[config.mk]
export PLATFORM = sky130hd
export DESIGN_NAME = mlsu_req_arbiter
export DESIGN_NICKNAME = d
export VERILOG_FILES = /design/src/rtl/mlsu_req_arbiter.sv
export SDC_FILE = /design/constraint.sdc
export NUM_CORES = 1
export LEC_CHECK = 0
export ABC_AREA = 1
export CAP_MARGIN = 20
export CELL_PAD_IN_SITES_DETAIL_PLACEMENT = 0
export CELL_PAD_IN_SITES_GLOBAL_PLACEMENT = 1
export CORE_MARGIN = 3
export CORE_UTILIZATION = 40
export CTS_CLUSTER_DIAMETER = 60
export DETAILED_ROUTE_END_ITERATION = 16
export DONT_BUFFER_PORTS = 1
export PLACE_DENSITY = 0.8
export SLEW_MARGIN = 5
export SYNTH_ARGS = -nofsm -noshare
export SYNTH_HDL_FRONTEND = slang
export SYNTH_SLANG_ARGS = --single-unit
[constraint.sdc]
create_clock -name clk_i -period 2.4 [get_ports clk_i]
set_clock_uncertainty 0.05 [all_clocks]
set_input_delay 0.12 -clock clk_i [delete_from_list [all_inputs] [get_ports clk_i]]
set_output_delay 0.12 -clock clk_i [all_outputs]
set_load 0.005 [all_outputs]
[src/rtl/mlsu_req_arbiter.sv]
// -----------------------------------------------------------------------------
// mlsu_req_arbiter
//   Shares the single MLSU request port between NrReq PE-side requesters using
//   round-robin arbitration. Outstanding loads and stores are capped separately.
//   The source of every issued request is recorded in a per-class FIFO, and the
//   in-order load/store completions are routed back to their issuer.
//
// Ports
//   clk_i              clock
//   rst_ni             synchronous active-low reset
//   req_valid_i[N]     per-requester request valid
//   req_ready_o[N]     per-requester ready (one-hot or zero)
//   req_i[N]           per-requester request (carries isLoad)
//   mlsu_req_valid_o   request valid towards the MLSU
//   mlsu_req_ready_i   request ready from the MLSU
//   mlsu_req_o         selected request
//   mlsu_resp_load_i   load completion from the MLSU (carries valid)
//   mlsu_resp_store_i  store completion from the MLSU (carries valid)
//   resp_load_o[N]     routed load completions
//   resp_store_o[N]    routed store completions
//   ld_cnt_o/st_cnt_o  outstanding load/store counts
//   idle_o             no lock held and nothing outstanding
//   err_o              sticky: a completion arrived with no recorded source
// -----------------------------------------------------------------------------

package mlsu_req_arbiter_pkg;
  typedef struct packed {
    logic       isLoad;
    logic [6:0] tag;
  } pe_req_t;

  typedef struct packed {
    logic       valid;
    logic [6:0] data;
  } pe_resp_t;
endpackage

module mlsu_req_arbiter #(
  parameter int  NrReq          = 2,
  parameter int  MaxOutstanding = 4,
  parameter type pe_req_t       = mlsu_req_arbiter_pkg::pe_req_t,
  parameter type pe_resp_t      = mlsu_req_arbiter_pkg::pe_resp_t,
  localparam int IdxW           = (NrReq > 1) ? $clog2(NrReq) : 1,
  localparam int CntW           = $clog2(MaxOutstanding + 1)
) (
  input  logic                  clk_i,
  input  logic                  rst_ni,
  input  logic [NrReq-1:0]      req_valid_i,
  output logic [NrReq-1:0]      req_ready_o,
  input  pe_req_t [NrReq-1:0]   req_i,
  output logic                  mlsu_req_valid_o,
  input  logic                  mlsu_req_ready_i,
  output pe_req_t               mlsu_req_o,
  input  pe_resp_t              mlsu_resp_load_i,
  input  pe_resp_t              mlsu_resp_store_i,
  output pe_resp_t [NrReq-1:0]  resp_load_o,
  output pe_resp_t [NrReq-1:0]  resp_store_o,
  output logic [CntW-1:0]       ld_cnt_o,
  output logic [CntW-1:0]       st_cnt_o,
  output logic                  idle_o,
  output logic                  err_o
);

  // state     | meaning
  // ST_OPEN   | arbitrate freely among eligible requesters
  // ST_LOCKED | grant held on r_lock_idx until the MLSU accepts it
  typedef enum logic {
    ST_OPEN   = 1'b0,
    ST_LOCKED = 1'b1
  } lock_state_e;

  localparam int PtrW = (MaxOutstanding > 1) ? $clog2(MaxOutstanding) : 1;

  lock_state_e     r_state;
  logic [IdxW-1:0] r_lock_idx;
  logic [IdxW-1:0] r_rr_ptr;
  logic [CntW-1:0] r_ld_cnt;
  logic [CntW-1:0] r_st_cnt;
  logic [PtrW-1:0] r_ld_wr;
  logic [PtrW-1:0] r_ld_rd;
  logic [PtrW-1:0] r_st_wr;
  logic [PtrW-1:0] r_st_rd;
  logic [IdxW-1:0] r_ld_src [MaxOutstanding];
  logic [IdxW-1:0] r_st_src [MaxOutstanding];
  logic            r_err;

  logic            w_ld_full;
  logic            w_st_full;
  logic [NrReq-1:0] w_elig;
  logic            w_found;
  logic [IdxW-1:0] w_pick;
  logic [IdxW:0]   w_idx;
  logic            w_locked;
  logic [IdxW-1:0] w_gnt;
  logic            w_valid;
  logic            w_hs;
  logic            w_gnt_load;
  logic            w_ld_push;
  logic            w_st_push;
  logic            w_ld_pop;
  logic            w_st_pop;
  logic            w_orphan;
  logic [IdxW-1:0] w_ld_head;
  logic [IdxW-1:0] w_st_head;
  logic [IdxW-1:0] w_rr_next;
  logic [CntW-1:0] w_ld_cnt_nxt;
  logic [CntW-1:0] w_st_cnt_nxt;

  function automatic logic [PtrW-1:0] ptr_inc(input logic [PtrW-1:0] p);
    return (p == PtrW'(MaxOutstanding - 1)) ? '0 : p + PtrW'(1);
  endfunction

  function automatic logic [CntW-1:0] cnt_upd(input logic [CntW-1:0] c,
                                              input logic push, input logic pop);
    logic [CntW-1:0] n;
    n = c;
    if (push && !pop) n = c + CntW'(1);
    else if (pop && !push) n = c - CntW'(1);
    return n;
  endfunction

  // Full flags come from registered counts, so a pop in this cycle cannot
  // unblock a push in the same cycle.
  assign w_ld_full = (r_ld_cnt == CntW'(MaxOutstanding));
  assign w_st_full = (r_st_cnt == CntW'(MaxOutstanding));
  assign w_locked  = (r_state == ST_LOCKED);

  // Rotated fixed priority starting at r_rr_ptr.
  always_comb begin
    w_elig  = '0;
    w_found = 1'b0;
    w_pick  = '0;
    w_idx   = '0;
    for (int i = 0; i < NrReq; i++) begin
      w_elig[i] = req_valid_i[i] && !(req_i[i].isLoad ? w_ld_full : w_st_full);
    end
    for (int k = 0; k < NrReq; k++) begin
      w_idx = {1'b0, r_rr_ptr} + (IdxW+1)'(k);
      if (w_idx >= (IdxW+1)'(NrReq)) w_idx = w_idx - (IdxW+1)'(NrReq);
      if (!w_found && w_elig[w_idx[IdxW-1:0]]) begin
        w_found = 1'b1;
        w_pick  = w_idx[IdxW-1:0];
      end
    end
  end

  assign w_gnt      = w_locked ? r_lock_idx : w_pick;
  assign w_valid    = rst_ni && (w_locked || w_found);
  assign w_hs       = w_valid && mlsu_req_ready_i;
  assign w_gnt_load = req_i[w_gnt].isLoad;
  assign w_ld_push  = w_hs && w_gnt_load;
  assign w_st_push  = w_hs && !w_gnt_load;
  assign w_rr_next  = (w_gnt == IdxW'(NrReq - 1)) ? '0 : w_gnt + IdxW'(1);

  assign mlsu_req_valid_o = w_valid;
  assign mlsu_req_o       = req_i[w_gnt];

  always_comb begin
    req_ready_o = '0;
    if (w_valid && mlsu_req_ready_i) req_ready_o[w_gnt] = 1'b1;
  end

  // Completions pop only against registered occupancy; a same-cycle push is
  // not yet visible to a response.
  assign w_ld_pop  = mlsu_resp_load_i.valid  && (r_ld_cnt != '0);
  assign w_st_pop  = mlsu_resp_store_i.valid && (r_st_cnt != '0);
  assign w_orphan  = (mlsu_resp_load_i.valid  && (r_ld_cnt == '0)) ||
                     (mlsu_resp_store_i.valid && (r_st_cnt == '0));
  assign w_ld_head = r_ld_src[r_ld_rd];
  assign w_st_head = r_st_src[r_st_rd];

  always_comb begin
    for (int j = 0; j < NrReq; j++) begin
      resp_load_o[j]        = mlsu_resp_load_i;
      resp_load_o[j].valid  = rst_ni && w_ld_pop && (w_ld_head == IdxW'(j));
      resp_store_o[j]       = mlsu_resp_store_i;
      resp_store_o[j].valid = rst_ni && w_st_pop && (w_st_head == IdxW'(j));
    end
  end

  assign w_ld_cnt_nxt = cnt_upd(r_ld_cnt, w_ld_push, w_ld_pop);
  assign w_st_cnt_nxt = cnt_upd(r_st_cnt, w_st_push, w_st_pop);

  always_ff @(posedge clk_i) begin
    if (!rst_ni) begin
      r_state    <= ST_OPEN;
      r_lock_idx <= '0;
      r_rr_ptr   <= '0;
      r_ld_cnt   <= '0;
      r_st_cnt   <= '0;
      r_ld_wr    <= '0;
      r_ld_rd    <= '0;
      r_st_wr    <= '0;
      r_st_rd    <= '0;
      r_err      <= 1'b0;
    end else begin
      if (w_hs) begin
        r_state  <= ST_OPEN;
        r_rr_ptr <= w_rr_next;
      end else if (w_valid) begin
        r_state    <= ST_LOCKED;
        r_lock_idx <= w_gnt;
      end
      if (w_ld_push) r_ld_wr <= ptr_inc(r_ld_wr);
      if (w_st_push) r_st_wr <= ptr_inc(r_st_wr);
      if (w_ld_pop)  r_ld_rd <= ptr_inc(r_ld_rd);
      if (w_st_pop)  r_st_rd <= ptr_inc(r_st_rd);
      r_ld_cnt <= w_ld_cnt_nxt;
      r_st_cnt <= w_st_cnt_nxt;
      if (w_orphan) r_err <= 1'b1;
    end
  end

  // Source storage needs no reset: occupancy is tracked by the counters.
  always_ff @(posedge clk_i) begin
    if (rst_ni && w_ld_push) r_ld_src[r_ld_wr] <= w_gnt;
    if (rst_ni && w_st_push) r_st_src[r_st_wr] <= w_gnt;
  end

  assign ld_cnt_o = r_ld_cnt;
  assign st_cnt_o = r_st_cnt;
  assign idle_o   = !rst_ni || (!w_locked && (r_ld_cnt == '0) && (r_st_cnt == '0));
  assign err_o    = r_err;

endmodule

## Word-level counts from Yosys, hierarchy flattened

Memories as Yosys holds them, arrays and structs flattened. A register that Yosys moved wholly into a read port is not among the register bits.
Cells that the tools add are included.

- Register bits: 18
- Output and inout port bits: 51
- Memories kept: 2
- Word-level logic and storage cells: 122
- Bits of input ports: 37
- Bits in writable memories: 8

- Mux-type cells: 35
- Equality and inequality tests: 6
- $add $sub $neg: 12
- $lt $le $gt $ge: 6
- Bitwise gates (word level): 4
- Reduce and logical (&&, ||, !) cells: 47

Memories:

| name | depth | width | read ports | clocked after Yosys merged registers in | write ports | RTL line | source |
|---|---|---|---|---|---|---|---|
| r_ld_src | 4 | 1 | 1 | 1 | 1 | 83 | `logic [IdxW-1:0] r_ld_src [MaxOutstanding];` |
| r_st_src | 4 | 1 | 1 | 1 | 1 | 84 | `logic [IdxW-1:0] r_st_src [MaxOutstanding];` |

Operators by type and width:

| cell | count |
|---|---|
| 1-bit logical AND | 26 |
| 1-bit two-way mux | 19 |
| 2-bit two-way mux | 9 |
| 8-bit two-way mux | 2 |
| 3-bit two-way mux | 4 |
| 1-bit logical NOT | 10 |
| 2-bit by 1-bit adder with 2-bit output, second input constant | 4 |
| 2-bit equality test, second input constant | 4 |
| 3-bit by 1-bit adder with 3-bit output, second input constant | 2 |
| 3-bit equality test, second input constant | 2 |
| 3-bit logical NOT | 2 |
| 1-bit by 2-bit less-than comparator with 1-bit output, second input constant | 3 |
| 3-bit nonzero test | 2 |
| 3-bit by 1-bit subtractor with 3-bit output, second input constant | 2 |
| 1-bit inverter | 4 |
| 2-bit nonzero test | 2 |
| 1-bit logical OR | 3 |
| 1-bit by 1-bit adder with 2-bit output, second input constant | 1 |
| 1-bit by 2-bit greater-or-equal comparator with 1-bit output, second input constant | 1 |
| 2-bit greater-or-equal comparator, second input constant | 1 |
| 2-bit AND reduction | 1 |
| 2-bit OR reduction | 1 |
| 1-bit subtractor, second input constant | 2 |
| 1-bit adder, second input constant | 1 |
| 2 further kinds | 2 |

## Longest topological paths before layout

Gate-level depths: netlist of run 1.

- Depth after elaboration: 19
- Depth in mapped cells: 16
- Depth with buffers taken out: 16

## Worst setup path after synthesis of run 1

Ideal clock, no wire load.

- Path kind: register to register
- From: reg r_ld_cnt[0], in the netlist ld_cnt_o[0]
- To: reg r_ld_cnt[2], in the netlist ld_cnt_o[2]
- Period minus slack after synthesis: 2.310 ns
- Cell stages (with the launch flop): 17
- Required time: 2.228 ns
- Data arrival time: 2.138 ns
- Path slack: 0.090 ns
- Path through: dfxtp_1 nor2_4 nand3_1 nand3_2 nand3_2 nand2_2 nor2_4 buf_6 nand2_2 inv_1 ha_1 inv_1 fa_1 a21oi_1 o21ai_0 o21ai_0 a21oi_1

- Cells in the longest elaborated chain, start to end: 17
- Elaborated cells between the ends (all ways): 35

Ends and longest elaborated chain:

| item | RTL line | source |
|---|---|---|
| start, declared | 77 | `logic [CntW-1:0] r_ld_cnt;` |
| start signal, assigned | 208 | `r_ld_cnt <= w_ld_cnt_nxt;` |
| 3-bit equality test (*) | 124 | `assign w_ld_full = (r_ld_cnt == CntW'(MaxOutstanding));` |
| 1-bit two-way mux | 135 | `w_elig[i] = req_valid_i[i] && !(req_i[i].isLoad ? w_ld_full : w_st_full);` |
| 1-bit logical NOT | 135 |  |
| 1-bit logical AND | 135 |  |
| 1-bit two-way mux (not written as such) (2 in series) | 140 | `if (!w_found && w_elig[w_idx[IdxW-1:0]]) begin` |
| 1-bit two-way mux | 140 |  |
| 1-bit logical NOT | 140 |  |
| 1-bit logical AND | 140 |  |
| 1-bit two-way mux | 140 |  |
| 1-bit two-way mux / 1-bit logical OR (equally long branches) | 147, 148 |  |
| 8-bit two-way mux (not written as such) / 1-bit logical AND (equally long branches) | 150, 148 |  |
| 8-bit two-way mux (not written as such) / 1-bit logical AND (equally long branches) | 150, 149 |  |
| 1-bit logical AND (*) | 151 | `assign w_ld_push = w_hs && w_gnt_load;` |
| via w_ld_push | 98 | `logic w_ld_push;` |
| 1-bit logical NOT | 118 | `else if (pop && !push) n = c - CntW'(1);` |
| 1-bit logical AND | 118 |  |
| 2-bit nonzero test (no source line) | -- |  |

Mark *: on every way through the listed nets, which the timed path passes. The rest lies on a longest branch. The select of a mux whose other input is x is not followed.
A chain may end at the register's enable or synchronous reset.

## Final worst setup path of run 1

- From: reg r_ld_cnt[0], in the netlist ld_cnt_o[0]
- To: reg r_st_cnt[2], in the netlist st_cnt_o[2]

- Cells in the longest elaborated chain, start to end: 18
- Elaborated cells between the ends (all ways): 30

Ends and longest elaborated chain:

| item | RTL line | source |
|---|---|---|
| 3-bit equality test (*) | 124 |  |
| 1-bit two-way mux | 135 |  |
| 1-bit logical NOT | 135 |  |
| 1-bit logical AND | 135 |  |
| 1-bit two-way mux (not written as such) (2 in series) | 140 |  |
| 1-bit two-way mux | 140 |  |
| 1-bit logical NOT | 140 |  |
| 1-bit logical AND | 140 |  |
| 1-bit two-way mux | 140 |  |
| 1-bit two-way mux | 147 | `assign w_gnt = w_locked ? r_lock_idx : w_pick;` |
| 8-bit two-way mux (not written as such) (2 in series) | 150 | `assign w_gnt_load = req_i[w_gnt].isLoad;` |
| 1-bit logical NOT | 152 | `assign w_st_push = w_hs && !w_gnt_load;` |
| 1-bit logical AND (*) | 152 |  |
| 1-bit logical NOT | 118 |  |
| 1-bit logical AND | 118 |  |
| 2-bit nonzero test (no source line) | -- |  |
| end signal, assigned | 209 | `r_st_cnt <= w_st_cnt_nxt;` |
| end, declared | 78 | `logic [CntW-1:0] r_st_cnt;` |

Every way passes the cells marked *; elsewhere a longest branch is shown, timed or not. The select of a mux whose other input is x is not followed.

==> impl_results.md, run 1 <==
- Status: finished clean
- GRT Total Usage: between 10% and 20%
- Die area: 0.005655 mm²
- Clock Pin Slew Worst Setup and Hold Paths: 60 ps
- Synthesis Warnings: 0
- Worst Reg-to-Reg Cells: 15
- Data required, critical path: 2520 ps
- Fmax: 450.9 MHz
- Clock root cell: clkbuf_8
- Dpl hpwl: roughly 2700 µm
- Nets@finish: 282
- Hold Path Cell Cnt: 4
- Fraction of layout cells with a size suffix above 1: around a fifth
- Clk Latency, worst-skew pair: ~290 ps
- P_sw: 0.0008236 W
- Crit Path Max Fanout: 5
- Dominant synthesized flop cell: dfxtp_1
- RSZ-0062 raised after global routing: false
- Max Root-Sink Buffers: 2
- Core area: 0.004474 mm²
- Area of the multi-input gates: 863.3 µm²
- Sequential share of power: 36.1%
- Wire length per cell: 12.87 µm
- Final max-slew violation count: 0
- Post-synth EDFFs: 8
- Sequential cell area: slightly below 700 µm²
- CP Capture Type: flop
- Sw Ratio: 38.46%
- Most numerous cell in the Yosys netlist: nand2_1
- Comb pwr share: 40.9%
- Synth unique cells: 29
- Leak: 0.9446 nW
- Worst slew pin tran: 654.0 ps
- Setup_tns: 0 ps
- Post-synth ARST share: 0%
- Starting density of the core: 42.81%
- Fill cells: 454
- Setup ws final: around 180 ps
- Clock sink count: 30
- Worst EP arrival: 2340 ps
- Ant diodes: 0
- Worst Setup Start Kind: flop
- Minimum clock period: 2218 ps
- H-tree levels: 2
- Synth Instances: 240
- Clk pwr share: a little under a quarter
- Vias: 1394
- Register bit total from synthesis: 30
- # DRC: 0
- Commonest cells in the netlist: nand2_1 (41), inv_1 (33), buf_4 (29), nor2_1 (24), dfxtp_1 (22)
- Setup CP Type: flop to flop
- Initial antenna violation count: 0
- Syn Std Cell Area: between 0.0015 and 0.002 mm²
- Final WL: 3656 µm
- Die Span Y: 75.20 µm
- Drt initial violations: 50
- First-pass GRT wire length: 5589 µm
- FF-to-FF End: st_cnt_o[2]
- Max-cap viol count: 0
- DRT Pass-1 Iters: 4
- Worst rel slew slack: between 50 and 60%
- Hold wc startpoint: mlsu_resp_load_i[7]
- IO Pins: 88
- Routed vias/inst: 4.908
- Site row count: 24
- TritonCTS clock tree: built
- Average size of a mapped cell: between 7 and 8 µm²
- Final worst path period share: 92.40%
- Post-synthesis net count: 291
- Die Wd: 75.20 µm
- Power Internal: 0.001318 W
- Dpl ws: ~0.52 ps
- Sink of the worst hold path: err_o
- Yosys top cell area share: 22.99%
- Port-buffer cells: 0
- PwrDens: 1074 mW/mm²
- Hold Fails Final Rpt: 0
- Layout area overhead: 4.050%
- Largest net degree at the start of global routing: 18
- Synth top area cells: dfxtp_1 (23%), edfxtp_1 (13%), buf_4 (11%), nand2_1 (8.0%), ha_1 (7.8%)
- Remaining antenna violation count after routing: 0
- Setup slack, reg-to-reg: 180 ps
- Part of the Yosys area used for sequential elements: 35.53%
- Yosys top cell by area: dfxtp_1
- # setup viols final: 0
- Grt total ovfl: 0
- Worst r2r src: ld_cnt_o[0]
- Worst VDD drop: roughly 0.39 mV
- Num CTS Buffers: 5
- GPL Wtd Cong: 0.7492
- Number of global-route vias before repair: 1226
- Hold/Removal Path Class: primary input to flop
==> cell type report <==
class / instances / share of cell area, %
multi-input combinational: 142 / 43.31
inverter: 35 / 6.717
sequential: 30 / 34.34
timing repair buffer: 17 / 6.780
clock buffer: 8 / 5.587
tap: 52 / 3.264
==> worst max path at each step <==
stage                startpoint          end  slack (ps)  depth (start not counted)
detailed placement  st_cnt_o[0]  st_cnt_o[2]         0.5                         16
floorplan           ld_cnt_o[0]  ld_cnt_o[2]          90                         16
CTS                 st_cnt_o[1]  st_cnt_o[2]           9                         16
finish              ld_cnt_o[0]  st_cnt_o[2]         180                         15
global route        st_cnt_o[0]  st_cnt_o[2]         0.8                         16
global placement    st_cnt_o[0]  st_cnt_o[2]          50                         16
==> cells in the final DEF (no fill, tap or decap), drive strengths merged, types with 8 or more instances in the layout <==
cell	count
ha	12
nand3	14
o21ai	14
nor2	27
a21oi	13
clkbuf	8
edfxtp	8
buf	14
dfxtp	22
nand2	46
inv	35
==> cell families (layout without fill, tap and decap cells) <==
family	count (synthesis)	after routing	synth area share, %
and+or+nand+nor	95	95	24.69
xor gates and xnor gates	1	1	0.4573
buffers and inverters	68	60	19.99
adders and majority gates	14	14	9.928
AOI/OAI and AO/OA	32	32	9.405
DFF	30	30	35.53
==> worst max-delay path, cell delays in order, from the launching register on <==
cell,delay (ps)
dfxtp_1,380
nor2_4,60
nand3_1,130
nand3_2,80
nand3_2,70
nand2_2,80
nor2_4,160
nand2_2,80
inv_1,60
ha_1,130
inv_1,70
fa_2,340
a21oi_1,140
o21ai_1,100
o21ai_1,140
a21oi_1,60
==> power by group through the flow <==
| stage | registers (W) | clock network, W | logic [W] |
|---|---|---|---|
| CTS | 0.000771 | 0.000508 | 0.000839 |
| floorplan | 0.000790 | 0 | 0.000621 |
| finish | 0.000774 | 0.000492 | 0.000876 |
| detailed placement | 0.000781 | 0 | 0.000824 |
| global placement | 0.000781 | 0 | 0.000805 |
| global route | 0.000791 | 0.000528 | 0.00100 |
==> per-stage QoR <==
step / cells / utilization (%) / total power [W] / cell area, µm² / hold WS (ps)
floorplan: 240 / - / 0.001411 / 1916 / 162.1
global placement: 271 / 40.72 / 0.001587 / 1822 / 177.0
detailed placement: 271 / 40.72 / 0.001605 / 1822 / 171.2
CTS: 282 / 43.88 / 0.002117 / 1963 / 41.19
global route: 284 / 44.55 / 0.002323 / 1993 / 65.88
finish: 284 / 44.55 / 0.002141 / 1993 / 60.22
==> metal layers <==
layer,routed length (µm),global-route usage (%),part of all wire (%)
met2,1493,20.02,41
met1,1726,16.67,47
met3,351,5.073,9.6
met5,0,0,0
met4,85,8.350,2.3
==> repair_timing <==
action | CTS | global route
hold buffers | 3 | 0
resized for setup | 1 | 10
pin swaps | 1 | 2
setup endpoints to repair | 1 | 3
setup buffers | 0 | 2
endpoints found under the hold margin | 22 | 0
No activity file was read; power rests on OpenSTA's default activity.
==> inputs of run 2 (changes only) <==
--- a/config.mk
+++ b/config.mk
@@ -14,7 +14,7 @@
 export CTS_CLUSTER_DIAMETER = 60
 export DETAILED_ROUTE_END_ITERATION = 16
 export DONT_BUFFER_PORTS = 1
-export PLACE_DENSITY = 0.8
+export PLACE_DENSITY_LB_ADDON = 0.1
 export SLEW_MARGIN = 5
 export SYNTH_ARGS = -nofsm -noshare
 export SYNTH_HDL_FRONTEND = slang
==> impl_results.md, run 2 (synthesis gave the netlist of run 1 again) <==
- GRT Total Usage: 15.30%
- Leak: 0.9436 nW
- Nets@finish: 283
- Crit-path most repeated cell: nand2_2
- Worst Path Buf+Inv: 2
- Vias: 1407
- Routed vias/inst: 4.937
- Clock Pin Slew Worst Setup and Hold Paths: 60 ps
- Status: finished clean
- Dpl hpwl: between 2000 and 3000 µm
- Sink of the worst hold path: err_o
- Layout area overhead: 6.597%
- Drt initial violations: 23
- Die Wd: ~75 µm
- Initial antenna violation count: 0
- Max Root-Sink Buffers: 2
- Leading cell type in the layout, fill and taps excluded: nand2_1
- Worst rel slew slack: between 50% and 60%
- Worst EP arrival: 2390 ps
- FF-to-FF End: ld_cnt_o[2]
- Total power: between 0.002 and 0.0025 W
- Worst r2r src: st_cnt_o[0]
- GPL Wtd Cong: 0.7161
- Critical path cell sequence: nor2_4 -> nand3_2 -> nand3_2 -> nand2_2 -> nand3_4 -> nand2_2 -> nand2_2 -> nand2_4 -> inv_2 -> ha_2 -> inv_2 -> fa_2 -> a21oi_2 -> o21ai_2 -> o21ai_1 -> a21oi_1
- Fraction of layout cells with a size suffix above 1: 24.89%
- Die area: 0.005655 mm²
- CP Capture Type: flop
- Most frequent cells in the layout: nand2_1 (38), inv_1 (29), nor2_1 (24), dfxtp_1 (19), buf_4 (15)
- Crit-path max cell delay: 380 ps
- Wire length per cell: 13.73 µm
- PwrDens: 1046 mW/mm²
- Data required, critical path: 2510 ps
- IO Pins: between 80 and 90
- Setup slack, reg-to-reg: 120 ps
- Remaining antenna violation count after routing: 0
- Worst slew pin tran: 600.4 ps
- Hold Path Cell Cnt: 4
- Util after Layout: 45.64%
- Port-buffer cells: 0
- Ant diodes: 0
- # setup viols final: 0
- Final WL: around 4000 µm
- H-tree levels: 2
- Slowest CP cell: fa_2
- Hold Fails Final Rpt: 0
- Fmax: 439.0 MHz
- Grt total ovfl: 0
- CP top delay family: simple AND/OR/NAND/NOR gates
- Site row count: 24
- Setup CP Type: flop to flop
- Num CTS Buffers: 5
- Largest net degree at the start of global routing: 18
- Clock sink count: 30
- Die Span Y: 75.20 µm
- Minimum clock period: 2278 ps
- Final max-slew violation count: 0
- Clk Latency, worst-skew pair: 280 ps
- Core area: 0.004474 mm²
- TritonCTS clock tree: built
- Worst Reg-to-Reg Cells: 16
- First-pass GRT wire length: 6396 µm
- Hold/Removal Path Class: primary input to flop
- Clock root cell: clkbuf_8
- Worst VDD drop: 0.3086 mV
- Crit Path Max Fanout: 3
- DRT Pass-1 Iters: 4
- Final worst path period share: about 95%
- Hold wc startpoint: mlsu_resp_load_i[7]
- # DRC: 0
- Max-cap viol count: 0
- Worst Setup Start Kind: flop
- Number of global-route vias before repair: 1456
- Starting density of the core: 42.81%
## run 2: cell types whose count changed in the layout (fill, tap and decap cells not counted), sizes merged
cell  delta
buf      +1
## run 2: timing repair
item / 4_1_cts / 5_1_grt
hold buffers: 3 / 0
setup buffers: 1 / 4
hold endpoints to repair: 22 / 0
pin swaps: 3 / 13
setup endpoints to repair: 2 / 4
gates resized for setup: 2 / 28
## run 2: worst max path at each step
stage	startpoint	endpoint	slack (ps)	cells after the start
after detailed placement	st_cnt_o[0]	st_cnt_o[2]	-0.2	16
after floorplan	ld_cnt_o[0]	ld_cnt_o[2]	90	16
after CTS	ld_cnt_o[1]	ld_cnt_o[2]	5	15
after global placement	st_cnt_o[0]	st_cnt_o[2]	40	16
final	st_cnt_o[0]	ld_cnt_o[2]	120	16
after global routing	st_cnt_o[0]	st_cnt_o[2]	-20	16
## run 2: per-stage QoR
stage / setup WS, ps / hold slack, ps / cells / area, µm² / TNS [ps]
final: 122.1 / 55.74 / 285 / 2042 / 0
after global routing: -19.79 / 103.2 / 285 / 2042 / -19.79
after CTS: 4.842 / 59.18 / 281 / 1924 / 0
after detailed placement: -0.1898 / 170.7 / 269 / 1807 / -0.1898
after global placement: 35.22 / 175.8 / 269 / 1807 / 0
after floorplan: 89.57 / 162.1 / 240 / 1916 / 0
## run 2: final cells by class
| class | instances | area (µm²) |
|---|---|---|
| fillers | 460 | 2432 |
| repair buffers | 18 | 142.6 |
| multi-input cells | 142 | 933.4 |
| flip-flops and latches | 30 | 684.4 |
| well taps | 52 | 65.06 |
| clock buffers | 8 | 80.08 |
| inverters | 35 | 136.4 |
## run 2: worst reg2reg max path: stages, from the launching register on
cell	delay (ps)
dfxtp_2	330
nor2_4	170
nand3_2	100
nand3_2	100
nand2_2	90
nand3_4	90
nand2_2	50
nand2_2	80
nand2_4	50
inv_2	50
ha_2	160
inv_2	60
fa_2	380
a21oi_2	140
o21ai_2	70
o21ai_1	150
a21oi_1	50
## run 2: layer usage
| layer | GRT usage [%] | vias to the layer above | routed length [µm] |
|---|---|---|---|
| met3 | 7.210 | 10 | 438 |
| met5 | 0 | - | 0 |
| met2 | 23.60 | 49 | 1720 |
| met1 | 18.11 | 630 | 1663 |
| li1 | - | 718 | - |
| met4 | 6.990 | 0 | 90 |
## run 2: power by group
group	internal, W	leakage [nW]	total, W	switching, W
Clock	0.000206	0.0395	0.000383	0.000178
Combinational	0.000401	0.649	0.000976	0.000574
Sequential	0.000667	0.255	0.000777	0.000110
==> inputs of run 3 (changes only) <==
--- a/config.mk
+++ b/config.mk
@@ -6,11 +6,12 @@
 export NUM_CORES = 1
 export LEC_CHECK = 0
 export ABC_AREA = 1
+export ABC_CLOCK_PERIOD_IN_PS = 2600
 export CAP_MARGIN = 20
 export CELL_PAD_IN_SITES_DETAIL_PLACEMENT = 0
 export CELL_PAD_IN_SITES_GLOBAL_PLACEMENT = 1
 export CORE_MARGIN = 3
-export CORE_UTILIZATION = 40
+export CORE_UTILIZATION = 44
 export CTS_CLUSTER_DIAMETER = 60
 export DETAILED_ROUTE_END_ITERATION = 16
 export DONT_BUFFER_PORTS = 1
==> constraint.sdc (replaced) <==
create_clock -name clk_i -period 2.6 [get_ports clk_i]
set_clock_uncertainty 0.05 [all_clocks]
set_input_delay 0.13 -clock clk_i [delete_from_list [all_inputs] [get_ports clk_i]]
set_output_delay 0.13 -clock clk_i [all_outputs]
set_load 0.01 [all_outputs]
==> impl_results.md, run 3 (synthesis gave the netlist of run 1 again) <==
- Design Area, Final: 0.001903 mm²
- Vias: 1352
- Worst VDD drop: around 0.36 mV
- Critical Path Start: ld_cnt_o[0]
- Hold/Removal Path Class: primary input to flop
- Fraction of layout cells with a size suffix above 1: 16.96%
- IO Pins: 88
- Sequential share of power: 38.4%
- Worst r2r src: ld_cnt_o[0]
- Leak: 0.8930 nW
- Power Internal: between 0.001 and 0.0015 W
- Setup ws final: between 200 and 250 ps
- Drt initial violations: 42
- PwrDens: 994.3 mW/mm²
- P_sw: approximately 0.00079 W
- Placed cell areas: 0.001774 mm²
- Worst Reg-to-Reg Cells: 16
- Final max-slew violation count: 0
- CP Capture Type: flop
- Hold WS: 17.10 ps
- Data required, critical path: between 2000 and 3000 ps
- Routed vias/inst: roughly 4.9
- Worst EP arrival: 2500 ps
- Final worst path period share: 91.49%
- Die Wd: a little over 70 µm
- First-pass GRT wire length: about 6000 µm
- Clock sink count: 30
- Num CTS Buffers: 5
- Dpl ws: 99.06 ps
- Total power: 0.001892 W
- Clock Pin Slew Worst Setup and Hold Paths: 70 ps
- H-tree levels: 2
- Clk pwr share: 18.5%
- Clock root cell: clkbuf_8
- Util after Layout: 46.57%
- Grt total ovfl: 0
- TritonCTS clock tree: built
- Comb pwr share: 43.0%
- Minimum clock period: 2379 ps
- Die area: 0.005181 mm²
- Ant diodes: 0
- Setup slack, reg-to-reg: 220 ps
- Worst slew pin tran: between 600 and 700 ps
- Port-buffer cells: 0
- # DRC: 0
- Dpl hpwl: 2769 µm
- Max Root-Sink Buffers: 2
- Clk Latency, worst-skew pair: 280 ps
- Leading cell type in the layout, fill and taps excluded: nand2_1
- Worst rel slew slack: 56.91%
- Layout area overhead: -0.6529%
- RSZ-0062 raised after global routing: true
- Crit Path Max Fanout: 6
- Worst Setup Start Kind: flop
- # setup viols final: 0
- DRT Pass-1 Iters: 4
- FF-to-FF End: ld_cnt_o[2]
- Setup CP Type: flop to flop
- Fill cells: 423
- Nets@finish: 274
- GRT Total Usage: 15.04%
- Starting density of the core: between 40% and 50%
- Largest net degree at the start of global routing: 18
- GPL Wtd Cong: 0.8764
- Worst setup path endpoint: ld_cnt_o[2]
- Sw Ratio: a little over two fifths
- Core area: 0.004086 mm²
- Most frequent cells in the layout: nand2_1 (41), inv_1 (33), nor2_1 (24), dfxtp_1 (20), ha_1 (12)
- Remaining antenna violation count after routing: 0
- Number of global-route vias before repair: 1300
- Initial antenna violation count: 0
- Final WL: roughly 3600 µm
- Wire length per cell: 13.12 µm
- Max-cap viol count: 0
- Fmax: 420.4 MHz
- Die Span Y: between 70 and 80 µm
- Hold Fails Final Rpt: 0
- Status: finished clean
- Site row count: 23
## run 3: cell type report
| cell class | count | area, µm² | share of cell area, % |
|---|---|---|---|
| inverters | 35 | 133.9 | 7.035 |
| multi-input cells | 142 | 869.6 | 45.69 |
| repair buffers | 9 | 72.57 | 3.813 |
| flip-flops and latches | 30 | 683.2 | 35.90 |
| clock inverters | 2 | 8.758 | 0.4602 |
| well taps | 50 | 62.56 | 3.287 |
| clock buffers | 6 | 72.57 | 3.813 |
## run 3: power groups by stage
stage,logic (W),clock network (W),registers (W)
floorplan,0.000606,0,0.000749
global route,0.000941,0.000386,0.000745
CTS,0.000775,0.000366,0.000726
detailed placement,0.000764,0,0.000735
finish,0.000814,0.000351,0.000728
global placement,0.000749,0,0.000728
## run 3: stage by stage
stage / setup TNS [ps] / cells
6_report: 0 / 274
3_3_place_gp: 0 / 263
5_1_grt: -25.62 / 274
2_1_floorplan: 0 / 240
4_1_cts: 0 / 273
3_5_place_dp: 0 / 263
## run 3: worst max-delay path, cell delays in order (launching register included)
cell and delay (ps):
dfxtp_1 340, nor2_4 150, nand3_2 90, nand3_2 90
nand2_1 90, nand3_2 100, nand2_1 100, nand2_4 120
nand2_2 90, inv_1 80, ha_1 140, inv_1 70
fa_2 350, a21oi_2 140, o21ai_1 90, o21ai_1 120
a21oi_1 60
## run 3: what timing repair did
item | CTS | global route
endpoints found under the setup margin | 0 | 2
hold endpoints to repair | 22 | 0
resized for setup | 0 | 11
buffers inserted | 0 | 1
hold buffers | 2 | 0
## run 3: worst min-delay path by stage
| stage | from | endpoint | slack, ps | depth (start not counted) |
|---|---|---|---|---|
| 6_report | rst_ni | r_state | 20 | 2 |
| 5_1_grt | rst_ni | r_state | 20 | 2 |
| 4_1_cts | rst_ni | r_state | 8 | 2 |
| 3_5_place_dp | mlsu_req_ready_i | r_state | 180 | 1 |
| 3_3_place_gp | mlsu_req_ready_i | r_state | 180 | 1 |
| 2_1_floorplan | mlsu_req_ready_i | r_state | 170 | 1 |
## run 3: per-layer routing
| metal | track usage (%) | share of wire, % |
|---|---|---|
| met4 | 6.681 | 2.1 |
| met2 | 24.08 | 44 |
| met1 | 17.55 | 41 |
| met5 | 0 | 0 |
| met3 | 6.371 | 13 |
